### src/rtl/byte_fifo_pkg.sv
`default_nettype none
// +----------------------------------------------------------------------+
// | byte_fifo_pkg : shared constants and helpers for the byte FIFO       |
// | Revision      : 1.0                                                  |
// +----------------------------------------------------------------------+
package byte_fifo_pkg;

    localparam int BYTE_W        = 8;
    localparam int DEPTH_DEFAULT = 4;

    // Pointer width for a power-of-two depth (depth >= 2).
    function automatic int ptr_w(input int depth);
        return $clog2(depth);
    endfunction

endpackage
`default_nettype wire

### src/rtl/byte_fifo_if.sv
`default_nettype none
// +----------------------------------------------------------------------+
// | byte_fifo_if : producer/consumer handshake bundle of the byte FIFO   |
// | Revision     : 1.0                                                   |
// +----------------------------------------------------------------------+
interface byte_fifo_if #(
    parameter int WIDTH = byte_fifo_pkg::BYTE_W,
    parameter int DEPTH = byte_fifo_pkg::DEPTH_DEFAULT
) ();
    import byte_fifo_pkg::*;

    localparam int AW = ptr_w(DEPTH);

    logic             clr;
    logic [WIDTH-1:0] in_data;
    logic             in_valid;
    logic             in_ready;
    logic [WIDTH-1:0] out_data;
    logic             out_valid;
    logic             out_ready;
    logic [AW:0]      count;
    logic             overflow;

    modport master (
        output clr, in_data, in_valid, out_ready,
        input  in_ready, out_data, out_valid, count, overflow
    );

    modport slave (
        input  clr, in_data, in_valid, out_ready,
        output in_ready, out_data, out_valid, count, overflow
    );
endinterface
`default_nettype wire

### src/rtl/byte_fifo_ptr.sv
`default_nettype none
// +----------------------------------------------------------------------+
// | byte_fifo_ptr : modulo-DEPTH pointer register with inc and clr       |
// | Revision      : 1.0                                                  |
// +----------------------------------------------------------------------+
module byte_fifo_ptr #(
    parameter int AW = 2
) (
    input  wire           clk,
    input  wire           rst,
    input  wire           clr,
    input  wire           inc,
    output logic [AW-1:0] ptr
);
    logic [AW-1:0] r_ptr;

    // Power-of-two depth: natural binary overflow gives the modulo wrap.
    always_ff @(posedge clk or posedge rst) begin
        if (rst) begin
            r_ptr <= '0;
        end else if (clr) begin
            r_ptr <= '0;
        end else if (inc) begin
            r_ptr <= r_ptr + 1'b1;
        end
    end

    assign ptr = r_ptr;
endmodule
`default_nettype wire

### src/rtl/byte_fifo.sv
`default_nettype none
// +----------------------------------------------------------------------+
// | byte_fifo : first-word fall-through circular byte FIFO with sticky   |
// |             overflow flag and occupancy count                        |
// | Revision  : 1.0                                                      |
// +----------------------------------------------------------------------+
module byte_fifo #(
    parameter int WIDTH = byte_fifo_pkg::BYTE_W,
    parameter int DEPTH = byte_fifo_pkg::DEPTH_DEFAULT
) (
    input wire         clk,
    input wire         rst,
    byte_fifo_if.slave bus
);
    import byte_fifo_pkg::*;

    localparam int          AW     = ptr_w(DEPTH);
    localparam logic [AW:0] C_FULL = (AW+1)'(DEPTH);

    logic [WIDTH-1:0] r_mem [DEPTH];
    logic [AW:0]      r_count;
    logic             r_overflow;
    logic [AW-1:0]    w_wr_ptr;
    logic [AW-1:0]    w_rd_ptr;
    logic             w_full;
    logic             w_empty;
    logic             w_push;
    logic             w_pop;

    // Flags come only from the registered count, so no input-to-output path.
    assign w_full  = (r_count == C_FULL);
    assign w_empty = (r_count == '0);
    assign w_push  = bus.in_valid  & ~w_full  & ~bus.clr;
    assign w_pop   = bus.out_ready & ~w_empty & ~bus.clr;

    byte_fifo_ptr #(.AW(AW)) u_wr_ptr (
        .clk (clk),
        .rst (rst),
        .clr (bus.clr),
        .inc (w_push),
        .ptr (w_wr_ptr)
    );

    byte_fifo_ptr #(.AW(AW)) u_rd_ptr (
        .clk (clk),
        .rst (rst),
        .clr (bus.clr),
        .inc (w_pop),
        .ptr (w_rd_ptr)
    );

    always_ff @(posedge clk or posedge rst) begin
        if (rst) begin
            r_mem <= '{default: '0};
        end else if (w_push) begin
            r_mem[w_wr_ptr] <= bus.in_data;
        end
    end

    always_ff @(posedge clk or posedge rst) begin
        if (rst) begin
            r_count <= '0;
        end else if (bus.clr) begin
            r_count <= '0;
        end else begin
            case ({w_push, w_pop})
                2'b10:   r_count <= r_count + 1'b1;
                2'b01:   r_count <= r_count - 1'b1;
                default: r_count <= r_count;
            endcase
        end
    end

    // A byte offered during a flush is dropped silently, not flagged.
    always_ff @(posedge clk or posedge rst) begin
        if (rst) begin
            r_overflow <= 1'b0;
        end else if (bus.clr) begin
            r_overflow <= 1'b0;
        end else if (bus.in_valid & w_full) begin
            r_overflow <= 1'b1;
        end
    end

    assign bus.in_ready  = ~w_full;
    assign bus.out_valid = ~w_empty;
    assign bus.out_data  = r_mem[w_rd_ptr];
    assign bus.count     = r_count;
    assign bus.overflow  = r_overflow;
endmodule
`default_nettype wire
### src/flat_wrapper.sv
// flat-port wrapper written by rule: the top's interface ports become plain ports
module byte_fifo_flat import byte_fifo_pkg::*;
#(
    parameter int WIDTH = byte_fifo_pkg::BYTE_W,
    parameter int DEPTH = byte_fifo_pkg::DEPTH_DEFAULT
)
  (clk, rst, bus_clr, bus_in_data, bus_in_valid, bus_out_ready, bus_in_ready, bus_out_data, bus_out_valid, bus_count, bus_overflow);
  byte_fifo_if #(.WIDTH(WIDTH), .DEPTH(DEPTH)) bus_i ();
  input wire clk;
  input wire rst;
  input wire logic [$bits(bus_i.clr)-1:0] bus_clr;
  input wire logic [$bits(bus_i.in_data)-1:0] bus_in_data;
  input wire logic [$bits(bus_i.in_valid)-1:0] bus_in_valid;
  input wire logic [$bits(bus_i.out_ready)-1:0] bus_out_ready;
  output wire logic [$bits(bus_i.in_ready)-1:0] bus_in_ready;
  output wire logic [$bits(bus_i.out_data)-1:0] bus_out_data;
  output wire logic [$bits(bus_i.out_valid)-1:0] bus_out_valid;
  output wire logic [$bits(bus_i.count)-1:0] bus_count;
  output wire logic [$bits(bus_i.overflow)-1:0] bus_overflow;
  assign bus_i.clr = bus_clr;
  assign bus_i.in_data = bus_in_data;
  assign bus_i.in_valid = bus_in_valid;
  assign bus_i.out_ready = bus_out_ready;
  assign bus_in_ready = bus_i.in_ready;
  assign bus_out_data = bus_i.out_data;
  assign bus_out_valid = bus_i.out_valid;
  assign bus_count = bus_i.count;
  assign bus_overflow = bus_i.overflow;
  byte_fifo #(.WIDTH(WIDTH), .DEPTH(DEPTH)) u_core (.clk(clk), .rst(rst), .bus(bus_i));
endmodule
### config.mk
export PLATFORM = sky130hd
export DESIGN_NAME = byte_fifo_flat
export DESIGN_NICKNAME = d
export VERILOG_FILES = /design/src/rtl/byte_fifo_pkg.sv /design/src/rtl/byte_fifo_if.sv /design/src/rtl/byte_fifo_ptr.sv /design/src/rtl/byte_fifo.sv /design/src/flat_wrapper.sv
export SDC_FILE = /design/constraint.sdc
export NUM_CORES = 1
export LEC_CHECK = 0
export CAP_MARGIN = 20
export CORE_MARGIN = 3
export CORE_UTILIZATION = 40
export CTS_CLUSTER_DIAMETER = 50
export DETAILED_ROUTE_END_ITERATION = 7
export PLACE_DENSITY = 0.67
export SYNTH_ARGS = -nofsm -noshare
export SYNTH_HDL_FRONTEND = slang
export SYNTH_SLANG_ARGS = --single-unit
### constraint.sdc
create_clock -name clk -period 6.1 [get_ports clk]
set_input_delay 1.22 -clock clk [delete_from_list [all_inputs] [get_ports clk]]
set_output_delay 1.22 -clock clk [all_outputs]
set_load 0.01 [all_outputs]
; Word-level counts from Yosys, hierarchy flattened
; Index checks and enable logic that the tools add are counted.
; W data, S select, Z words.
[totals]
in_bits = 13
regBits = 40
word_cells = 48
[classes]
n_mux = 14
n_addsub = 4
bitwise = 10
reduce_logical = 6
magnitude_cmp = 3
n_eq_ne = 3
[op_table]
columns = op, count
row1 = $bwmux W32, 1
row2 = $mux W8, 3
row3 = $bmux W8 S2, 1
row4 = $demux W8 S2, 1
row5 = $mux W2, 4
row6 = $ge A3 B3 Y1 const B, 2
row7 = $not A2 Y3, 2
row8 = $pmux W3 S2, 1
row9 = $reduce_bool A2 Y1, 3
row10 = $and A1 B1 Y1, 5
row11 = $add A2 B1 Y2 const B, 2
row12 = $add A3 B1 Y3 const B, 1
row13 = $eq A3 B3 Y1 const B, 1
row14 = $logic_not A3 Y1, 1
row15 = $lt A3 B1 Y1 const B, 1
row16 = $mux W3, 1
row17 = $not A1 Y1, 3
row18 = $reduce_bool A3 Y1, 1
row19 = $sub A3 B1 Y3 const B, 1
row20 = $eq A2 B1 Y1 const B, 1
row21 = $eq A2 B2 Y1 const B, 1
row22 = $mux W1, 2
row23 = $logic_and A1 B1 Y1, 1

; Depth between registers and ports, before layout
[logic_depth]
word_depth = 7
ltp_mapped = 8

; Hierarchy
; Synthesis repeated with hierarchy kept, for this count alone.
[hier_totals]
cells_unflattened = 134
area_unflattened_um2 = 1956.9
[by_module_without_submodules]
columns = mod, seq_area_each_um2, instances, cells_per_inst, area_per_inst_um2
row1 = byte_fifo, 900.9, 1, 118, 1771.7
row2 = byte_fifo_ptr, 50.0, 2, 8, 92.6

; Least setup slack after synthesis
; OpenSTA, ideal clock, no wires.
[synth_timing]
path_type = input port to flip-flop
start = input port bus_out_ready
end = register u_core.r_count[1], in the netlist u_core.bus.count[1]
setup_time_ns = 0.130
path_slack_ns = 3.360
cell_stages = 7
required_time_ns = 5.970
arrival_time_ns = 2.610
cell_sequence = buf_2 -> o31ai_1 -> nor3_1 -> fa_1 -> or2_2 -> a21oi_1 -> a2111oi_1
[synth_via]
elab_chain_cells = 5
word_cells_on_any_way = 7
[synth_rtl]
columns = item, line_no
row1 = "start, declared", flat_wrapper.sv:14  ; input wire logic [$bits(bus_i.out_ready)-1:0] bus_out_ready;
row2 = $and A1 B1 Y1 (*) (2 in a row), byte_fifo.sv:34  ; assign w_pop = bus.out_ready & ~w_empty & ~bus.clr;
row3 = $eq A2 B1 Y1 or $eq A2 B2 Y1 (tied branches), byte_fifo.sv:66  ; case ({w_push, w_pop})
row4 = $pmux W3 S2, byte_fifo.sv:66
row5 = $mux W3, byte_fifo.sv:63  ; end else if (bus.clr) begin
row6 = "end signal, assigned", byte_fifo.sv:67  ; 2'b10: r_count <= r_count + 1'b1;
row7 = "end signal, assigned", byte_fifo.sv:68  ; 2'b01: r_count <= r_count - 1'b1;
row8 = "end signal, assigned", byte_fifo.sv:69  ; default: r_count <= r_count;
row9 = "end, declared", byte_fifo.sv:21  ; logic [AW:0] r_count;
; Every way passes the cells marked *; elsewhere a longest branch is shown, timed or not.
; A chain may end at the register's enable or synchronous reset.

; Final worst setup path
[layout_timing]
start = register u_core.u_rd_ptr.r_ptr[0], in the netlist u_core.u_rd_ptr.ptr[0]
end = output port bus_out_data[1]
[layout_via]
elab_chain_cells = 4
[layout_rtl]
columns = item, line_no
row1 = "start, declared", byte_fifo_ptr.sv:15  ; logic [AW-1:0] r_ptr;
row2 = "start signal, assigned", byte_fifo_ptr.sv:24  ; r_ptr <= r_ptr + 1'b1;
row3 = $not A2 Y3 (implied by the code), byte_fifo.sv:87  ; assign bus.out_data = r_mem[w_rd_ptr];
row4 = $bmux W8 S2, byte_fifo.sv:87
row5 = $mux W8 (implied by the code) (2 in a row), byte_fifo.sv:87
row6 = "end, declared", flat_wrapper.sv:16  ; output wire logic [$bits(bus_i.out_data)-1:0] bus_out_data;
; Every way passes these cells. The select of a mux whose other input is x is not followed.

==> run metrics <==
gr usage total 14.7%; Top FF cell, synth dfrtp_1; power share of the sequential group 46.3%; Worst-Skew Late Latency 0.29 ns; P_int 0.617 mW; critical-path maximum fanout 10; routability-driven placement congestion ratio 0.781; switching pwr 0.228 mW; # rows 26; Worst EP required 4.88 ns; hpwl dp 2.72 mm; # hold bufs at CTS 0; post-synthesis mux area share 31.0%; pin count of the biggest net entering global routing 41; initial antenna violation count 0; Finished Layout Cells 244; layout cells sized above 1 31.6%; Placed Cells 236; final hold vios 0; ratio of total power to cell area 330 nW/um^2; Post-Route Setup TNS 0 ns; final core occ 49.5%; Die Ht 79.6 um; CTS Sinks 40; diode count 0; Initial Util 41.9%; Post-Synth Adder-Cell Area 3.23%; Final Cycle Share 55.4%; Min-Delay Path Class flop to flop; Mapped Nets 166; skew final 0.00157 ns; final antenna-violating net count 0; Avg Cell Area, Syn 14.6 um^2; status completed; detailed-route wire length 4.18 mm; sequential element share of the synthesized area 46.2%; # resized after CTS 0; mapped cell area 2170 um^2; Die Area 6340 um^2; DRT Pass-1 Iters 4; WP data arrival 2.16 ns; WS Path Type flop to output port; largest family of logic cells by synthesized area multiplexers; switching share of total power 27.0%; Simple-Gate Fraction of Synth Area 8.60%; Startpoint Class flop; Clk pwr share 21.4%; clk slew on worst S/H paths 0.07 ns; vias 1252; Rel. slew slack 55.3%; Post-synth EDFFs 0; Via density 5.13; RSZ-0062 raised after global routing false; gr ovfl total 0; Yosys Warn Count 0; commonest non-fill, non-tap cells in the layout dfrtp_1, mux2_4, clkdlybuf4s50_1; TritonCTS clock tree yes; H-tree levels 2; setup bufs post-CTS 0; max cap viols 0; final slew viol count 0; Die W 79.6 um; nets 191; Avg WL per Cell 17.1 um; TritonCTS Buffers 5; maximum VDD drop 0.000154 V; LEAKAGE 1.17 nW; Worst Tran Pin Value 0.670 ns; Async SR Flop Fraction 100%; IO Count 27; final hold slack 0.509 ns; Comb power frac 32.2%; Synth Area in XOR/XNOR 1.21%; Synth Instances 148; CTS root buf clkbuf_8; Yosys cell types 36; deepest clock path buffer count 2; nature of the critical path endpoint output port; DRC 0; CORE AREA 5170 um^2; Area growth syn-to-layout 18.1%; post-synthesis compound-gate area fraction 5.83%; #FFs+latches synth 40; final setup violation count 0; Port Buf Inserts 26; commonest non-fill, non-tap cell in the layout dfrtp_1; Max Fclk 0.296 GHz; drt first-iter violations 47; first-pass GRT wire length 7.04 mm; vias in the first global route 1376; Final Critical Period 3.38 ns
per-layer routing:
layer  GRT usage (%)  up-vias  wire (um)
met2            23.9       28       1990
met1            19.6      634       1990
li1                -      586          -
met3            3.72        4        179
met5               0        -          0
met4            3.61        0         29
cells in the mapped netlist (2+ instances only):
cell / n / area share (%)
nand3_1: 2 / 0.46
a21oi_1: 8 / 1.8
ha_1: 4 / 2.3
mux4_2: 8 / 8.3
inv_1: 7 / 1.2
o21ai_0: 2 / 0.46
nor3_1: 2 / 0.46
xor2_1: 3 / 1.2
o22ai_1: 3 / 0.87
dfrtp_1: 40 / 46
nor2_1: 5 / 0.87
nand3_4: 4 / 3.2
buf_2: 6 / 1.4
mux2_4: 32 / 22
critical path: stages (launching register included):
cell,delay (ns)
dfrtp_1,0.78
mux4_2,0.59
clkdlybuf4s50_1,0.50
cell type report:
| class | count | area (um^2) |
|---|---|---|
| repair buffers | 27 | 268 |
| well taps | 70 | 87.6 |
| inverters | 8 | 32.5 |
| flip-flops and latches | 40 | 1000 |
| multi-input cells | 91 | 1080 |
| clock buffers | 8 | 90.1 |
| fillers | 424 | 2610 |
state kept, by name, indices dropped and copies added, names as in the netlist:
register	count
u_core.u_rd_ptr.ptr	2
u_core.bus.overflow	1
u_core.u_wr_ptr.ptr	2
u_core.r_mem	32
u_core.bus.count	3
power by group through the flow:
| stage | combinational [mW] | clock (mW) | sequential (mW) |
|---|---|---|---|
| after floorplan | 0.207 | 0 | 0.369 |
| after detailed placement | 0.274 | 0 | 0.395 |
| after global placement | 0.267 | 0 | 0.389 |
| final | 0.272 | 0.181 | 0.392 |
| after CTS | 0.276 | 0.184 | 0.392 |
| after global routing | 0.293 | 0.198 | 0.405 |
worst paths after layout:
check                                                        start                               to  slack, ns  cells after the start
max in group asynchronous                                      rst     u_core.r_mem[11]$_DFFE_PP0P_       4.40                      3
worst min-delay path                  u_core.r_mem[24]$_DFFE_PP0P_     u_core.r_mem[24]$_DFFE_PP0P_       0.51                      1
worst max-delay path            u_core.u_rd_ptr.ptr[0]$_DFFE_PP0P_                  bus_out_data[1]       2.72                      2
worst min register to register        u_core.r_mem[24]$_DFFE_PP0P_     u_core.r_mem[24]$_DFFE_PP0P_       0.51                      1
min in group asynchronous                                      rst  u_core.bus.count[2]$_DFFE_PP0P_       1.35                      3
worst max register to register     u_core.bus.count[0]$_DFFE_PP0P_  u_core.bus.count[1]$_DFFE_PP0P_       3.81                      6
cell families (layout without fill, tap and decap cells):
logic type | Yosys count | in the layout
AO/OA/AOI/OAI | 20 | 20
flip-flops | 40 | 40
AND/OR/NAND/NOR | 22 | 22
multiplexers | 41 | 41
adder cells (fa/ha/maj) | 5 | 5
buffers and inverters | 17 | 43
XOR/XNOR | 3 | 3
through the flow:
stage	power, mW	cell area [um^2]	worst slack, ns
2_1_floorplan	0.577	2170	3.36
3_3_place_gp	0.656	2470	2.69
3_5_place_dp	0.670	2470	2.55
4_1_cts	0.852	2560	2.68
5_1_grt	0.896	2560	2.59
6_report	0.845	2560	2.72
Note: power is estimated with default switching activity, not from simulation.
==> patch (same settings) <==
The package constant `DEPTH_DEFAULT` goes from 4 to 8.
--- a/src/rtl/byte_fifo_pkg.sv
+++ b/src/rtl/byte_fifo_pkg.sv
@@ -6,7 +6,7 @@
 package byte_fifo_pkg;
 
     localparam int BYTE_W        = 8;
-    localparam int DEPTH_DEFAULT = 4;
+    localparam int DEPTH_DEFAULT = 8;
 
     // Pointer width for a power-of-two depth (depth >= 2).
     function automatic int ptr_w(input int depth);
Interface: changed (resized bus_count); port bits go from 27 to 28. The function was not compared with the original's and may differ.
==> patch against the unedited design <==
Cell count rose by 56%; critical endpoint is now bus_out_data[6]; wire length rose by 64%; synthesized area rose by 67%; synthesized cell count rose by 61%; design area rose by 64%; hold slack got worse by 16 ps; count of clock-buffer cells in the layout rose by 3; setup slack got worse by 430 ps; sequential cell count rose by 35; power rose by 100%; utilization fell by 1.7 points; non-clock buffer count rose by 2.
==> patch: results (changes against the unedited design) <==
[run_status]
status = finished clean  ; unchanged

[placement]
dpl.hpwl_um = 4337  ; was 2720 um
dp_cells = 365  ; was 236
place.gp.congestion = 0.7181  ; was 0.7812
dp_slack_ps = 2299  ; was 2547 ps
io_buffer_count = 27  ; was 26

[finish]
fillCellCount = 752  ; was 424
drive_gt1_frac = 0.4044  ; was 0.3161
largest_reg_flops = 64  ; was 32
fin_nets = 286  ; was 191
layout.cells.non_filler = 380  ; was 244

[clocking]
cts_setup_buffers = 0  ; unchanged
cts_buffers = 9  ; was 5
clk_latency_ps = 340  ; was 290 ps

[timing]
holdWs_ps = 493.1  ; was 509.5 ps
post-route-period-util = 0.6247  ; was 0.5539
finClkSkew_ps = 10.46  ; was 1.568 ps
relSlewSlack = 0.3702  ; was 0.5534

[drt]
dr_total_vias = 2051  ; was 1252
drt_iter0_drc = 85  ; was 47

[logic_synthesis]
synth_nets = 257  ; was 166
synth_area_leaders = dfrtp_1, mux2_2, mux4_2  ; was dfrtp_1, mux2_4, mux4_2
synth.top_cells.by_count = dfrtp_1, mux2_2, mux4_2  ; was dfrtp_1, mux2_4, a21oi_1, mux4_2, inv_1

[power_and_ir_drop]
seq_power_w = 0.000729  ; was 0.000392 W
vdd_ir_drop_max_mv = 0.1087  ; was 0.1544 mV
switching_share = 0.2859  ; was 0.2697

[global_route]
grt_usage = 0.1439  ; was 0.1468
grt_max_degree = 76  ; was 41
grt_pass1_wl_um = 11280  ; was 7044 um
grt_pass1_vias = 2186  ; was 1376

[setup_path]
r2r_slack_ps = 3000  ; was 3810 ps
critPathCapture = bus_out_data[6]  ; was bus_out_data[1]
rr_worst_depth = 8  ; was 6
startpoint = u_core.u_rd_ptr.ptr[1]$_DFFE_PP0P_  ; was u_core.u_rd_ptr.ptr[0]$_DFFE_PP0P_
arrival_ps = 2590  ; was 2160 ps

[min_path]
min_from = u_core.r_mem[16]$_DFFE_PP0P_  ; was u_core.r_mem[24]$_DFFE_PP0P_

## patch: layout make-up
cell class	instances	area (um^2)	area share
flip-flops and latches	75	1877	0.4483
clock buffers	11	141.4	0.03377
multi-input cells	152	1670	0.3990
inverters	1	3.754	0.0008966
well taps	108	135.1	0.03228
clock inverters	4	73.82	0.01763
repair buffers	29	285.3	0.06814
## patch: logic make-up (layout without fill, tap and decap cells)
logic type / count (synthesis) / in the layout / synth area share
compound gates: 11 / 11 / 0.02114
xor+xnor: 6 / 6 / 0.01456
fa+ha+maj: 5 / 5 / 0.01940
buf+inv: 12 / 45 / 0.01767
flops: 75 / 75 / 0.5198
mux: 92 / 92 / 0.3354
simple gates: 38 / 38 / 0.07207
## patch: metal layers
layer / GRT usage / vias up / part of all wire
li1: - / 948 / -
met1: 0.1839 / 1072 / 0.45
met2: 0.2476 / 20 / 0.51
met3: 0.02422 / 11 / 0.025
met4: 0.04908 / 0 / 0.016
met5: 0 / - / 0
